===== src/rtl/cpu_pkg.sv =====
// Shared fetch/decode definitions: IF FSM encoding, reset defaults, opcodes.
// Latency: n/a (definitions only).
// Backpressure: n/a (definitions only).
package cpu_pkg;

    // Instruction-fetch FSM encoding (2 bits)
    typedef enum logic [1:0] {
        S_IDLE  = 2'd0,
        S_FETCH = 2'd1,
        S_FULL  = 2'd2,
        S_KILL  = 2'd3
    } if_state_t;

    // Reset / bubble defaults used as parameter defaults by the fetch stage
    localparam logic [31:0] DEF_RESET_PC = 32'h0000_0000;
    localparam logic [31:0] DEF_NOP_INST = 32'h0000_0000;   // sll $0,$0,0

    localparam logic [31:0] PC_STEP = 32'd4;

    // Opcodes shared with decode
    localparam logic [5:0] OP_J    = 6'h02;
    localparam logic [5:0] OP_JAL  = 6'h03;
    localparam logic [5:0] OP_BEQ  = 6'h04;
    localparam logic [5:0] OP_BNE  = 6'h05;
    localparam logic [5:0] OP_LW   = 6'h23;
    localparam logic [5:0] OP_SW   = 6'h2b;

    // One fetched word with the PC it came from
    typedef struct packed {
        logic [31:0] pc;
        logic [31:0] inst;
    } fetch_word_t;

    // Instruction addresses are word aligned; low two bits are dropped.
    function automatic logic [31:0] word_align(input logic [31:0] a);
        return a & 32'hFFFF_FFFC;
    endfunction

endpackage


===== src/rtl/cpu_if_buf.sv =====
// Single-entry pc/inst skid buffer holding a word that arrived behind a stall.
// Latency: 1 cycle from load to valid; clear takes effect next cycle.
// Backpressure: none internally; the owner loads only when empty and clears on use.
//
// Ports: clk, rst (async active-low), load/wr_dat capture a word,
//        clear empties the entry (wins over load), vld/rd_dat present it.
module cpu_if_buf
    import cpu_pkg::*;
(
    input  logic        clk,
    input  logic        rst,
    input  logic        load,
    input  logic        clear,
    input  fetch_word_t wr_dat,
    output logic        vld,
    output fetch_word_t rd_dat
);

    always_ff @(posedge clk or negedge rst) begin
        if (!rst) begin
            vld    <= 1'b0;
            rd_dat <= '0;
        end else if (clear) begin
            // contents zeroed too so a stale target never lingers in the entry
            vld    <= 1'b0;
            rd_dat <= '0;
        end else if (load) begin
            vld    <= 1'b1;
            rd_dat <= wr_dat;
        end
    end

endmodule


===== src/rtl/cpu_if.sv =====
// Instruction fetch stage: PC, imem req/ready fetch, decode handoff, redirect squash.
// Latency: 1 cycle from imem_ready to p_pc/p_inst; zero-wait memory sustains 1 inst/cycle.
// Backpressure: decode stall holds p_*; one word parks in a skid buffer and requests pause.
//
// Ports: clk/rst (async active-low); stall from decode; redirect/redirect_pc from
//        execute; imem_req/imem_addr/imem_rdata/imem_ready memory handshake;
//        p_pc/p_inst to decode.
// Optional: define CPU_IF_PERF_EN to add perf_fetched/perf_wait/perf_kill counters.
module cpu_if
    import cpu_pkg::*;
#(
    parameter logic [31:0] RESET_PC = DEF_RESET_PC,
    parameter logic [31:0] NOP_INST = DEF_NOP_INST
) (
    input  logic        clk,
    input  logic        rst,
    input  logic        stall,
    input  logic        redirect,
    input  logic [31:0] redirect_pc,
    output logic        imem_req,
    output logic [31:0] imem_addr,
    input  logic [31:0] imem_rdata,
    input  logic        imem_ready,
    output logic [31:0] p_pc,
`ifdef CPU_IF_PERF_EN
    output logic [31:0] perf_fetched,
    output logic [31:0] perf_wait,
    output logic [31:0] perf_kill,
`endif
    output logic [31:0] p_inst
);

    if_state_t   state;
    logic [31:0] pc;
    logic [31:0] saved_pc;      // redirect target parked while a wrong-path request drains
    logic [31:0] tgt;

    fetch_word_t buf_wr;
    fetch_word_t buf_rd;
    logic        buf_vld;
    logic        buf_load;
    logic        buf_clear;

    assign tgt = word_align(redirect_pc);

    // The address register is the PC itself: it only moves when a request
    // retires (or from S_FULL/S_IDLE where nothing is outstanding), so the
    // address is stable for the whole life of a request, including in S_KILL.
    assign imem_addr = pc;

    always_comb begin
        buf_load     = (state == S_FETCH) && imem_ready && stall && !redirect;
        buf_clear    = (state == S_FULL) && (redirect || !stall);
        buf_wr.pc    = pc;
        buf_wr.inst  = imem_rdata;
    end

    cpu_if_buf u_buf (
        .clk    (clk),
        .rst    (rst),
        .load   (buf_load),
        .clear  (buf_clear),
        .wr_dat (buf_wr),
        .vld    (buf_vld),
        .rd_dat (buf_rd)
    );

    // Priority inside every state: redirect > stall > normal flow.
    // imem_req is registered and tracks state in {S_FETCH, S_KILL}; the async
    // reset clears it immediately, abandoning any outstanding request.
    always_ff @(posedge clk or negedge rst) begin
        if (!rst) begin
            state    <= S_IDLE;
            pc       <= word_align(RESET_PC);
            saved_pc <= '0;
            p_pc     <= '0;
            p_inst   <= NOP_INST;
            imem_req <= 1'b0;
        end else begin
            case (state)
                S_IDLE: begin
                    if (redirect) begin
                        pc     <= tgt;
                        p_inst <= NOP_INST;
                    end
                    state    <= S_FETCH;
                    imem_req <= 1'b1;
                end

                S_FETCH: begin
                    if (redirect) begin
                        p_inst <= NOP_INST;
                        if (imem_ready) begin
                            pc <= tgt;              // returned word is wrong-path
                        end else begin
                            saved_pc <= tgt;        // must let the old request finish
                            state    <= S_KILL;
                        end
                    end else if (stall) begin
                        if (imem_ready) begin
                            pc       <= pc + PC_STEP;
                            state    <= S_FULL;
                            imem_req <= 1'b0;
                        end
                    end else if (imem_ready) begin
                        p_pc   <= pc;
                        p_inst <= imem_rdata;
                        pc     <= pc + PC_STEP;
                    end else begin
                        p_inst <= NOP_INST;
                    end
                end

                S_FULL: begin
                    if (redirect) begin
                        p_inst   <= NOP_INST;
                        pc       <= tgt;
                        state    <= S_FETCH;
                        imem_req <= 1'b1;
                    end else if (!stall && buf_vld) begin
                        // hand the parked word over and restart fetching at once
                        p_pc     <= buf_rd.pc;
                        p_inst   <= buf_rd.inst;
                        state    <= S_FETCH;
                        imem_req <= 1'b1;
                    end
                end

                S_KILL: begin
                    if (redirect) begin
                        p_inst <= NOP_INST;
                        if (imem_ready) begin
                            pc    <= tgt;
                            state <= S_FETCH;
                        end else begin
                            saved_pc <= tgt;        // newest redirect wins
                        end
                    end else begin
                        if (!stall) begin
                            p_inst <= NOP_INST;
                        end
                        if (imem_ready) begin
                            pc    <= saved_pc;
                            state <= S_FETCH;
                        end
                    end
                end

                default: begin
                    state    <= S_IDLE;
                    imem_req <= 1'b0;
                end
            endcase
        end
    end

`ifdef CPU_IF_PERF_EN
    logic fetch_keep;
    logic fetch_drop;

    assign fetch_keep = (state == S_FETCH) && imem_ready && !redirect;
    assign fetch_drop = ((state == S_FETCH) && imem_ready && redirect) ||
                        ((state == S_KILL) && imem_ready);

    always_ff @(posedge clk or negedge rst) begin
        if (!rst) begin
            perf_fetched <= '0;
            perf_wait    <= '0;
            perf_kill    <= '0;
        end else begin
            if (fetch_keep) begin
                perf_fetched <= perf_fetched + 32'd1;
            end
            if (imem_req && !imem_ready) begin
                perf_wait <= perf_wait + 32'd1;
            end
            if (fetch_drop) begin
                perf_kill <= perf_kill + 32'd1;
            end
        end
    end
`endif

endmodule


===== config.mk =====
export PLATFORM = sky130hd
export DESIGN_NAME = cpu_if
export DESIGN_NICKNAME = d
export VERILOG_FILES = /design/src/rtl/cpu_pkg.sv /design/src/rtl/cpu_if_buf.sv /design/src/rtl/cpu_if.sv
export SDC_FILE = /design/constraint.sdc
export NUM_CORES = 1
export LEC_CHECK = 0
export CORE_UTILIZATION = 40
export DETAILED_ROUTE_END_ITERATION = 7
export MAX_ROUTING_LAYER = met4
export PLACE_DENSITY = 0.62
export REMOVE_ABC_BUFFERS = 1
export SLEW_MARGIN = 0
export SYNTH_ARGS = -nofsm -noshare
export SYNTH_HDL_FRONTEND = slang
export SYNTH_SLANG_ARGS = --single-unit

===== constraint.sdc =====
create_clock -name clk -period 3.1 [get_ports clk]
set_input_delay 0.62 -clock clk [delete_from_list [all_inputs] [get_ports clk]]
set_output_delay 0.62 -clock clk [all_outputs]
set_load 0.03 [all_outputs]

# [Word level (Yosys, flattened, before mapping)]
# Index checks and enable logic that the tools add are counted.
[op_classes] eq_ne=19 n_mul=0 shifts=0 n_mux=40 n_addsub=1 n_reduce_logical=20 bitwise=1 div=0 n_lt_le_gt_ge=0
[op_table] operator="$mux W32" n=19
[op_table] operator="$mux W64" n=2
[op_table] operator="$pmux W32 S4" n=1
[op_table] operator="$pmux W32 S3" n=1
[op_table] operator="$pmux W32 S2" n=1
[op_table] operator="$add A32 B3 Y32 const B" n=1
[op_table] operator="$ne A3 B3 Y1 const B" n=6
[op_table] operator="$mux W2" n=7
[op_table] operator="$ne A2 B2 Y1 const B" n=7
[op_table] operator="$reduce_and A5 Y1" n=2
[op_table] operator="$pmux W2 S4" n=1
[op_table] operator="$mux W1" n=7
[op_table] operator="$reduce_and A3 Y1" n=2
[op_table] operator="$reduce_and A6 Y1" n=1
[op_table] operator="$logic_and A1 B1 Y1" n=5
[op_table] operator="$eq A2 B2 Y1 const B" n=2
[op_table] operator="$ne A2 B1 Y1 const B" n=2
[op_table] operator="$reduce_and A4 Y1" n=1
[op_table] operator="$reduce_bool A2 Y1" n=2
[op_table] operator="$reduce_or A2 Y1" n=2
[op_table] operator="$ne A3 B2 Y1 const B" n=1
[op_table] operator="$pmux W1 S3" n=1
[op_table] operator="$reduce_bool A3 Y1" n=1
[op_table] operator="$eq A2 B1 Y1 const B" n=1
[op_table] operator="other kinds (4)" n=5
[word_totals] n_memories=0 out_inout_bits=97 inputBits=69 mem_bits_ro=0 reg_bits=194 word_cells=90 latch_bits=0 ram_bits=0

# [Depth between registers and ports, before layout]
# Gate-level depths: netlist of run 1.
[depth] ltp_word=6 depth_mapped=10 depth_no_buf=7

# [Hierarchy]
# Synthesis of run 1 repeated with hierarchy kept, for this count alone.
[unflattened] hier_cells=1055 hier_area_um2=10400.0
[modules_own_cells] module="cpu_if" area_per_inst_um2=7763.7 cells_each=846 seq_area_each_um2=3228.1 n_inst=1
[modules_own_cells] module="cpu_if_buf" area_per_inst_um2=2636.3 cells_each=209 seq_area_each_um2=1626.6 n_inst=1

# [Worst setup path before layout of run 1]
# OpenSTA, ideal clock, no wires.
[synth_timing] kind="register -> register" startpoint="register pc[16], in the netlist imem_addr[16]" endpoint="register pc[24], in the netlist imem_addr[24]" path_stages_with_launch=7 required_time_ns=2.979 path_buffers=1 slack_ns=0.682 t_arrival_ns=2.297 period_less_slack_ns=2.418 setup_ns=0.121 cell_sequence="dfrtp_1 clkbuf_2 nand4_2 or4_1 or4_4 a21o_1 a22o_1"
[synth_between] elab_chain_len=4
[synth_rtl] element="from (decl)" line="cpu_if.sv:34" text="logic [31:0] pc;"
[synth_rtl] element="from (signal assigned)" line="cpu_if.sv:74" text="pc <= word_align(RESET_PC);"
[synth_rtl] element="from (signal assigned)" line="cpu_if.sv:83" text="pc <= tgt;"
[synth_rtl] element="from (signal assigned)" line="cpu_if.sv:94" text="pc <= tgt;"
[synth_rtl] element="$add A32 B3 Y32" line="cpu_if.sv:101, cpu_if.sv:108"
[synth_rtl] element="$mux W32" line="cpu_if.sv:100, cpu_if.sv:105"
[synth_rtl] element="$mux W32" line="cpu_if.sv:91" text="if (redirect) begin"
[synth_rtl] element="$pmux W32 S3" line="cpu_if.sv:80" text="case (state)"
# No other way between the ends. The select of a mux whose other input is x is not followed.
# A chain may end at the register's enable or synchronous reset.

# [Worst setup path in the final report of run 1]
[layout_timing] startpoint="register pc[11], in the netlist imem_addr[11]" endpoint="register pc[22], in the netlist imem_addr[22]"
# Same word-level chain as after synthesis.

==> results.cfg, run 1 <==
[outcome]
status = finished clean

[global_routing]
grt_first_pass_wirelength_um = 47900
gr-total-overflow = 0
grt_pass1_vias = 8616
antenna_found_initial = 1
grt_max_degree = 77
grt_usage_pct = 23.8

[synthesis]
yosys.cell_types.count = 64
netlist_instances = 1154
synth_ff_type = dfrtp_1
syn-cell-area_sq_mm = 0.0103
synthTopCellsByCount = dfrtp_1 (194), nand2_1 (167), o21ai_0 (132)
synthMostInstantiatedCell = dfrtp_1
synth_edf_count = 0
ys_seq_area_share_pct = 47.0
synth_top_area_share_pct = 47.0
synth_area_leaders = dfrtp_1 (47%), o21ai_0 (6.4%), nand2_1 (6.1%)
avgSynthCellArea_sq_um = 8.95
synth_warnings = 0
async_flop_share_pct = 100
ys_seq_elements = 194
synth_top_cell_by_area = dfrtp_1

[sta]
fin_setup_tns_ns = 0
clock.fmax_mhz = 392
setup_viol = 0
finalCritPeriodShare_pct = 82.2
rsz0062_at_grt = no
fin_worst_skew_ns = 0.0133
drv_slew = 0
max_slew_margin_pct = 45.1
hold_viol_final = 0
fin_crit_ns = 2.55
worstMarginPinSlew_ns = 0.822

[cts]
clock_latency_ns = 0.44
cts_setup_buffers = 0
cts_root_buffer = clkbuf_16
hold_buffers = 0
post_cts_resized = 0
cts_made_buffers = 17
cts_tree = done
clockBufferDepth = 2
cts.sinks = 194
ctsHtreeMaxLevel = 4
clk_pin_slew_ns = 0.07

[worst_setup_path]
startpoint = imem_addr[11]
cp.arrival_ns = 2.87
crit_required_ns = 3.42
critPathLaunchType = flop
crit_path_end_kind = flop
reg2reg_from = imem_addr[11]
critical_path_class = flop to flop
crit_fanout = 11
worst-r2r-cell-count = 5

[die]
io_pins = 166
num_rows = 58
die_y_um = 163
initial_core_util_pct = 40.9
fp.coreArea_sq_mm = 0.0253
dieArea_sq_mm = 0.0265
die-width_um = 163

[power_and_ir_drop]
clock_power_share_pct = 18.6
combPwrFrac_pct = 48.6
swShare_pct = 42.2
p_switching_mw = 5.74
intPower_mw = 7.86
ir_drop_uv = 510
seq_power_share_pct = 32.9
p_leak_nw = 5.28
powerDensity_mw_per_mm2 = 1030

[routing]
first_pass_iters = 5
drc = 0
vias_per_cell = 5.62
ant_nets = 0
drtIter0Drc = 781
routed_wl_um = 30200
wl_per_cell_um = 18.5
vias = 9180

[place]
place_inst = 1600
dpl_cell_area_sq_mm = 0.0125
hpwl_um = 20100
place_congestion = 0.875
portBuffers = 163

[final_layout]
syn2layout_area_growth_pct = 27.7
drive_gt1_share_pct = 11.4
layout.nets = 1364
nFillCells = 2385
final_area_sq_mm = 0.0132
final_util_pct = 52.2
fin_cells = 1633

[worst_hold_path]
worst_hold_path_type = input pin to asynchronous set/reset pin

[flow_run]
max_cap_viol_count = 0
## per-layer routing
| layer | track usage (%) | vias up | wire [um] |
|---|---|---|---|
| met5 | - | - | 0 |
| li1 | - | 4391 | - |
| met4 | 6.33 | 0 | 497 |
| met2 | 36.2 | 294 | 13700 |
| met1 | 33.1 | 4457 | 14400 |
| met3 | 3.54 | 38 | 1600 |
## worst max-delay path: stages (launching register included)
cell and delay [ns]:
dfrtp_1 0.63, nand4_1 0.36, or4_2 0.83, or3_1 0.35, a21oi_1 0.15, o22ai_1 0.10
## metrics by stage
step                      power [mW]  hold slack (ns)  worst slack (ns)
after global placement          11.0            0.482             0.593
after detailed placement        11.1            0.488             0.549
final                           13.6            0.211             0.550
after floorplan                 8.37            0.324             -1.85
after CTS                       13.7            0.235             0.556
after global routing            14.5            0.254             0.370
## final timing paths
path	end	slack, ns
max in group asynchronous	u_buf.rd_dat[26]	2.10
min in group clk	imem_req	0.50
setup reg to reg	imem_addr[22]	0.55
hold reg to reg	imem_req	0.50
hold / removal	p_inst[8]	0.21
setup / recovery	imem_addr[22]	0.55
## cells in the final DEF, fill, tap and decap left out, types with 5 or more instances in the layout
master | Yosys | layout
nor2_1 | 73 | 71
clkbuf_16 | 0 | 17
mux2_2 | 40 | 40
or3_1 | 7 | 7
nor4_1 | 7 | 7
mux2i_1 | 48 | 48
o221ai_1 | 6 | 6
or4_1 | 5 | 5
o22ai_1 | 6 | 6
inv_1 | 42 | 42
o21ai_0 | 132 | 131
a21boi_0 | 5 | 5
nand2_1 | 167 | 166
nand4_1 | 8 | 8
a221oi_1 | 15 | 15
o31ai_1 | 8 | 8
and3_1 | 6 | 5
a22o_1 | 38 | 38
bufinv_16 | 0 | 5
a31oi_1 | 7 | 7
a21oi_1 | 80 | 80
dfrtp_1 | 194 | 194
buf_12 | 0 | 7
nor3_1 | 10 | 10
and2_1 | 7 | 7
clkdlybuf4s50_1 | 0 | 160
a22oi_1 | 12 | 12
nand3_1 | 51 | 51
buf_4 | 0 | 51
## final cells by class
type	instances	area, sq um	area share [%]
diodes	1	2.50	0.0190
well taps	330	413	3.13
inverters	42	158	1.20
clock buffers	22	474	3.60
multi-input cells	813	4940	37.5
repair buffers	221	2150	16.3
clock inverters	10	194	1.47
flip-flops and latches	194	4850	36.8
## cells by family after synthesis
logic type / after synthesis / synth area share [%]
muxes: 88 / 9.01
AOI/OAI and AO/OA: 349 / 21.2
xor gates and xnor gates: 7 / 0.594
buffers and inverters: 147 / 5.50
and+or+nand+nor: 363 / 16.0
DFF: 194 / 47.0
adders and majority gates: 6 / 0.727
## power by group through the flow
stage / Clock (mW) / Combinational (mW) / Sequential [mW]
finish: 2.52 / 6.61 / 4.47
global route: 2.68 / 7.19 / 4.63
CTS: 2.58 / 6.62 / 4.47
detailed placement: 0 / 6.58 / 4.52
global placement: 0 / 6.47 / 4.49
floorplan: 0 / 3.03 / 5.33
## state kept, by name (all words and copies together) (netlist names)
name          cells
imem_addr        32
state             2
imem_req          1
u_buf.vld         1
p_inst           32
u_buf.rd_dat     64
saved_pc         30
p_pc             32
Note: power is estimated with default switching activity, not from simulation.
==> run 2, diff against run 1 <==
PLACE_DENSITY = 0.64   (was 0.62)
clock period = 2.1 ns   (was 3.1 ns; I/O delays follow)
==> run 2 against run 1 <==
Against the previous run: die area stayed put; power grew 59%; clock-buffer cell count is 3 lower; worst setup slack worse by 0.51 ns; critical path type unchanged; highest routed layer unchanged.
==> results.cfg, run 2 (synthesis results as in run 1) <==
[routing]
drc = 0
vias = 9790
wl_per_cell_um = 20.0
routed_wl_um = 34300
ant_nets = 0
drtIter0Drc = 1081
vias_per_cell = 5.70
first_pass_iters = 6

[place]
portBuffers = 163
place_congestion = 0.905
hpwl_um = 21500
place_inst = 1659

[sta]
hold_viol_final = 0
setup_viol = 0
max_slew_margin_pct = 64.3
rsz0062_at_grt = yes
finalCritPeriodShare_pct = 98.2
whs_ns = 0.500
fin_crit_ns = 2.06
clock.fmax_mhz = 485
worstMarginPinSlew_ns = 0.528
fin_worst_skew_ns = 0.00892
drv_slew = 0

[die]
num_rows = 58
fp.coreArea_sq_mm = 0.0253
die-width_um = 163
die_y_um = 163
initial_core_util_pct = 40.9
io_pins = 166
dieArea_sq_mm = 0.0265

[power_and_ir_drop]
ir_drop_uv = 687
p_leak_nw = 5.96
powerDensity_mw_per_mm2 = 1510

[global_routing]
grt_usage_pct = 24.6
gr-usage-met1_pct = 34.3
antenna_found_initial = 0
top_usage_layer = met2
met2_usage_pct = 36.8
grtUsageMet3_pct = 4.41
grt_max_degree = 60
grt_first_pass_wirelength_um = 49400
gr-total-overflow = 0
grt_pass1_vias = 8796

[worst_setup_path]
crit_path_cell_trace = buf_4 > ha_4 > buf_4 > clkinvlp_4 > o22ai_2 > nor4_4 > buf_4 > buf_8 > clkbuf_16 > nor2_1 > a21oi_1
crit_required_ns = 2.46
crit_path_end_kind = flop
worst-r2r-cell-count = 11
critical_path_class = flop to flop
crit_top_cell = buf_4
path_depth = 11
cp.arrival_ns = 2.43
ff2ff_setup_slack_ns = 0.04
crit_family = buffers and inverters
crit_fanout = 9
slowest_stage = dfrtp_2
critPathLaunchType = flop
critPathBufInv = 6
crit_path_max_incr_delay_ns = 0.45

[final_layout]
largest_reg_flops = 64
layout_common_cells = dfrtp_1 (192), nand2_1 (166), clkdlybuf4s50_1 (137)
layout.nets = 1448
regMostFlops = u_buf.rd_dat
fin_cells = 1717
syn2layout_area_growth_pct = 38.9
drive_gt1_share_pct = 19.1
nFillCells = 2183
final_common_cell = dfrtp_1

[cts]
cts_root_buffer = clkbuf_16
clock_latency_ns = 0.44
ctsHtreeMaxLevel = 4
cts.sinks = 194
clk_pin_slew_ns = 0.08
clockBufferDepth = 2
cts_made_buffers = 17
cts_tree = done

[flow_run]
max_cap_viol_count = 0

[worst_hold_path]
worst_hold_path_type = input pin to asynchronous set/reset pin

[outcome]
status = finished clean
-- run 2: power by group --
part           internal, mW  switching (mW)
logic                  5.14            6.66
registers              5.35            1.04
clock network          1.93            1.57
-- run 2: path summary, 6_finish.rpt --
| kind | start | endpoint |
|---|---|---|
| max | state[0] | p_pc[24] |
| min | rst | p_inst[10] |
| max reg2reg | state[0] | p_pc[24] |
| min reg2reg | saved_pc[12] | saved_pc[12] |
| max in group asynchronous | rst | u_buf.rd_dat[59] |
| min in group clk | saved_pc[12] | saved_pc[12] |
-- run 2: layer usage --
| metal | vias up | routed length [um] |
|---|---|---|
| li1 | 4557 | - |
| met1 | 4715 | 15500 |
| met2 | 460 | 15600 |
| met3 | 58 | 2490 |
| met4 | 0 | 716 |
| met5 | - | 0 |
-- run 2: what timing repair did --
action,CTS,global route
gates cloned,0,15
hold buffers,1,0
gates resized for setup,22,62
hold endpoints to repair,42,0
setup buffers,1,8
pin swaps,1,8
endpoints found under the setup margin,41,156
-- run 2: metrics by stage --
step	total power [mW]	utilization [%]	cell area (sq um)	setup TNS (ns)	setup slack, ns
6_report	21.7	56.8	14300	0	0.0371
3_5_place_dp	17.2	51.8	13100	-0.901	-0.130
5_1_grt	23.0	56.8	14300	-0.137	-0.0400
3_3_place_gp	17.0	51.8	13100	-0.145	-0.0601
4_1_cts	20.7	54.4	13700	0	0.00125
2_1_floorplan	12.4	-	9920	-402.31	-2.85
-- run 2: final cells by class --
class / instances / area, sq um / share of cell area [%]
Timing Repair Buffer: 304 / 3150 / 22.0
Tap cell: 330 / 413 / 2.88
Clock buffer: 19 / 443 / 3.09
Multi-Input combinational cell: 814 / 5140 / 35.9
Sequential cell: 194 / 4860 / 33.9
Inverter: 42 / 165 / 1.15
Clock inverter: 13 / 170 / 1.19
Antenna cell: 1 / 2.50 / 0.0174
-- run 2: worst register-to-register path, delay by kind of cell, from the launching register on --
kind / cells / cell delay (ns)
flip-flops: 1 / 0.45
AND/OR/NAND/NOR: 2 / 0.23
adder cells (fa/ha/maj): 1 / 0.18
buffers and inverters: 6 / 0.95
AO/OA/AOI/OAI: 2 / 0.19
==> run 3, diff against run 2 <==
GPL_TIMING_DRIVEN = 0   (was not set)
==> run 3 against run 2 <==
Against the previous run: the run now ends with hold timing, setup timing left; combinational power is essentially flat; sequential cell count stayed put; global-route usage grew 2.8 points; largest cell class unchanged; largest power group unchanged.
==> results.cfg, run 3 (synthesis results as in run 1) <==
[cts]
cts.sinks = 194
cts_tree = done
clock_latency_ns = 0.45
cts_made_buffers = 17
clk_pin_slew_ns = 0.08
clockBufferDepth = 2
hold_buffers = 0
cts_root_buffer = clkbuf_16
ctsHtreeMaxLevel = 4

[sta]
finalCritPeriodShare_pct = 102
worstMarginPinSlew_ns = 0.842
fin_worst_skew_ns = 0.0126
fin_crit_ns = 2.15
max_slew_margin_pct = 43.8
hold_viol_final = 7
whs_ns = -0.0303
rsz0062_at_grt = yes
clock.fmax_mhz = 465
timing.final.ws_setup_ns = -0.0502
drv_slew = 0
setup_viol = 4

[worst_setup_path]
crit_required_ns = 2.43
startpoint = imem_addr[11]
reg2reg_from = imem_addr[11]
crit_fanout = 6
r2r-end = imem_addr[24]
cp.arrival_ns = 2.48
critical_path_class = flop to flop
crit_path_end_kind = flop
critPathBufInv = 0
worst-r2r-cell-count = 5
ff2ff_setup_slack_ns = -0.05
slowest_stage = or4_4
crit_family = simple AND/OR/NAND/NOR gates
critPathLaunchType = flop
crit_top_cell = or4_4
crit_path_cell_trace = nand3_1 > or4_4 > or4_4 > a21o_1 > a22o_1
crit_path_max_incr_delay_ns = 0.52

[global_routing]
grt_max_degree = 99
top_usage_layer = met2
gr-total-overflow = 0
grt_pass1_vias = 9462
grt_usage_pct = 27.4
antenna_found_initial = 2
grtUsageMet3_pct = 5.58
gr-usage-met1_pct = 36.2
met2_usage_pct = 41.8
grt_first_pass_wirelength_um = 54200

[die]
die-width_um = 163
die_y_um = 163
io_pins = 166
num_rows = 58
dieArea_sq_mm = 0.0265
initial_core_util_pct = 40.9
fp.coreArea_sq_mm = 0.0253

[power_and_ir_drop]
powerDensity_mw_per_mm2 = 1540
ir_drop_uv = 749
p_leak_nw = 5.82

[final_layout]
drive_gt1_share_pct = 20.1
layout_common_cells = dfrtp_1 (175), nand2_1 (164), clkdlybuf4s50_1 (143)
layout.nets = 1436
fin_cells = 1705
regMostFlops = u_buf.rd_dat
syn2layout_area_growth_pct = 38.5
final_util_pct = 56.6
final_common_cell = dfrtp_1
final_area_sq_mm = 0.0143
largest_reg_flops = 64

[worst_hold_path]
worst_hold_path_type = input pin to asynchronous set/reset pin

[routing]
drc = 0
vias_per_cell = 5.90
ant_nets = 0
routed_wl_um = 36200
first_pass_iters = 5
vias = 10100
wl_per_cell_um = 21.2
drtIter0Drc = 1131

[place]
hpwl_um = 19200
dpl_cell_area_sq_mm = 0.0123
place_congestion = 0.832
portBuffers = 163
place_inst = 1556

[outcome]
violations = hold timing, setup timing
status = finished, violations left

[flow_run]
max_cap_viol_count = 0
==> run 3: cell count changes in the layout (fill, tap and decap cells not counted), moves of 9 or more <==
| cell | delta |
|---|---|
| buf_12 | -9 |
| buf_4 | -18 |
| clkbuf_16 | -10 |
| dfrtp_1 | -17 |
| dfrtp_2 | +17 |
==> run 3: layer usage <==
metal	share of wire (%)	up-vias
met2	46	502
met5	0	-
met1	42	4893
met3	8.7	101
met4	2.9	0
li1	-	4563
==> run 3: cell type report <==
cell class                      instances  area, sq um
Fill cell                            2180        10900
Antenna cell                            2         5.00
Timing Repair Buffer                  279         2830
Multi-Input combinational cell        826         5380
Inverter                               42          174
Sequential cell                       194         4880
Clock buffer                           19          453
Timing Repair inverter                  1         7.51
Clock inverter                         12          173
Tap cell                              330          413
==> run 3: through the flow <==
step	setup TNS [ns]	total power, mW	setup WS [ns]
after floorplan	-402.31	12.4	-2.85
after global placement	-2469.59	15.6	-8.14
after detailed placement	-215.04	16.1	-1.73
after CTS	-0.0154	21.3	-0.0137
after global routing	-0.534	23.2	-0.0636
final	-0.0792	22.0	-0.0502
==> run 3: how the worst max path moves through the flow <==
stage / to / cells after the start
after floorplan: p_pc[0] / 5
after detailed placement: imem_addr[21] / 8
after CTS: imem_addr[14] / 6
final: imem_addr[24] / 5
after global placement: p_pc[3] / 1
after global routing: imem_addr[24] / 5
==> run 3: power by group <==
part           internal, mW  switching [mW]  leakage (nW)
logic                  5.14            6.67          3.10
registers              5.38            1.31          2.41
clock network          1.97            1.58         0.308
==> run 3: repair_timing <==
item                       4_1_cts  5_1_grt
setup buffers                   75       24
pin swaps                       17       22
setup endpoints to repair      219      154
cloned                          11        6
gates resized for setup         82       51
==> run 3: worst register-to-register path, delay by kind of cell (launching register included) <==
family / cells / cell delay (ns)
simple gates: 3 / 1.14
compound gates: 2 / 0.43
flops: 1 / 0.47
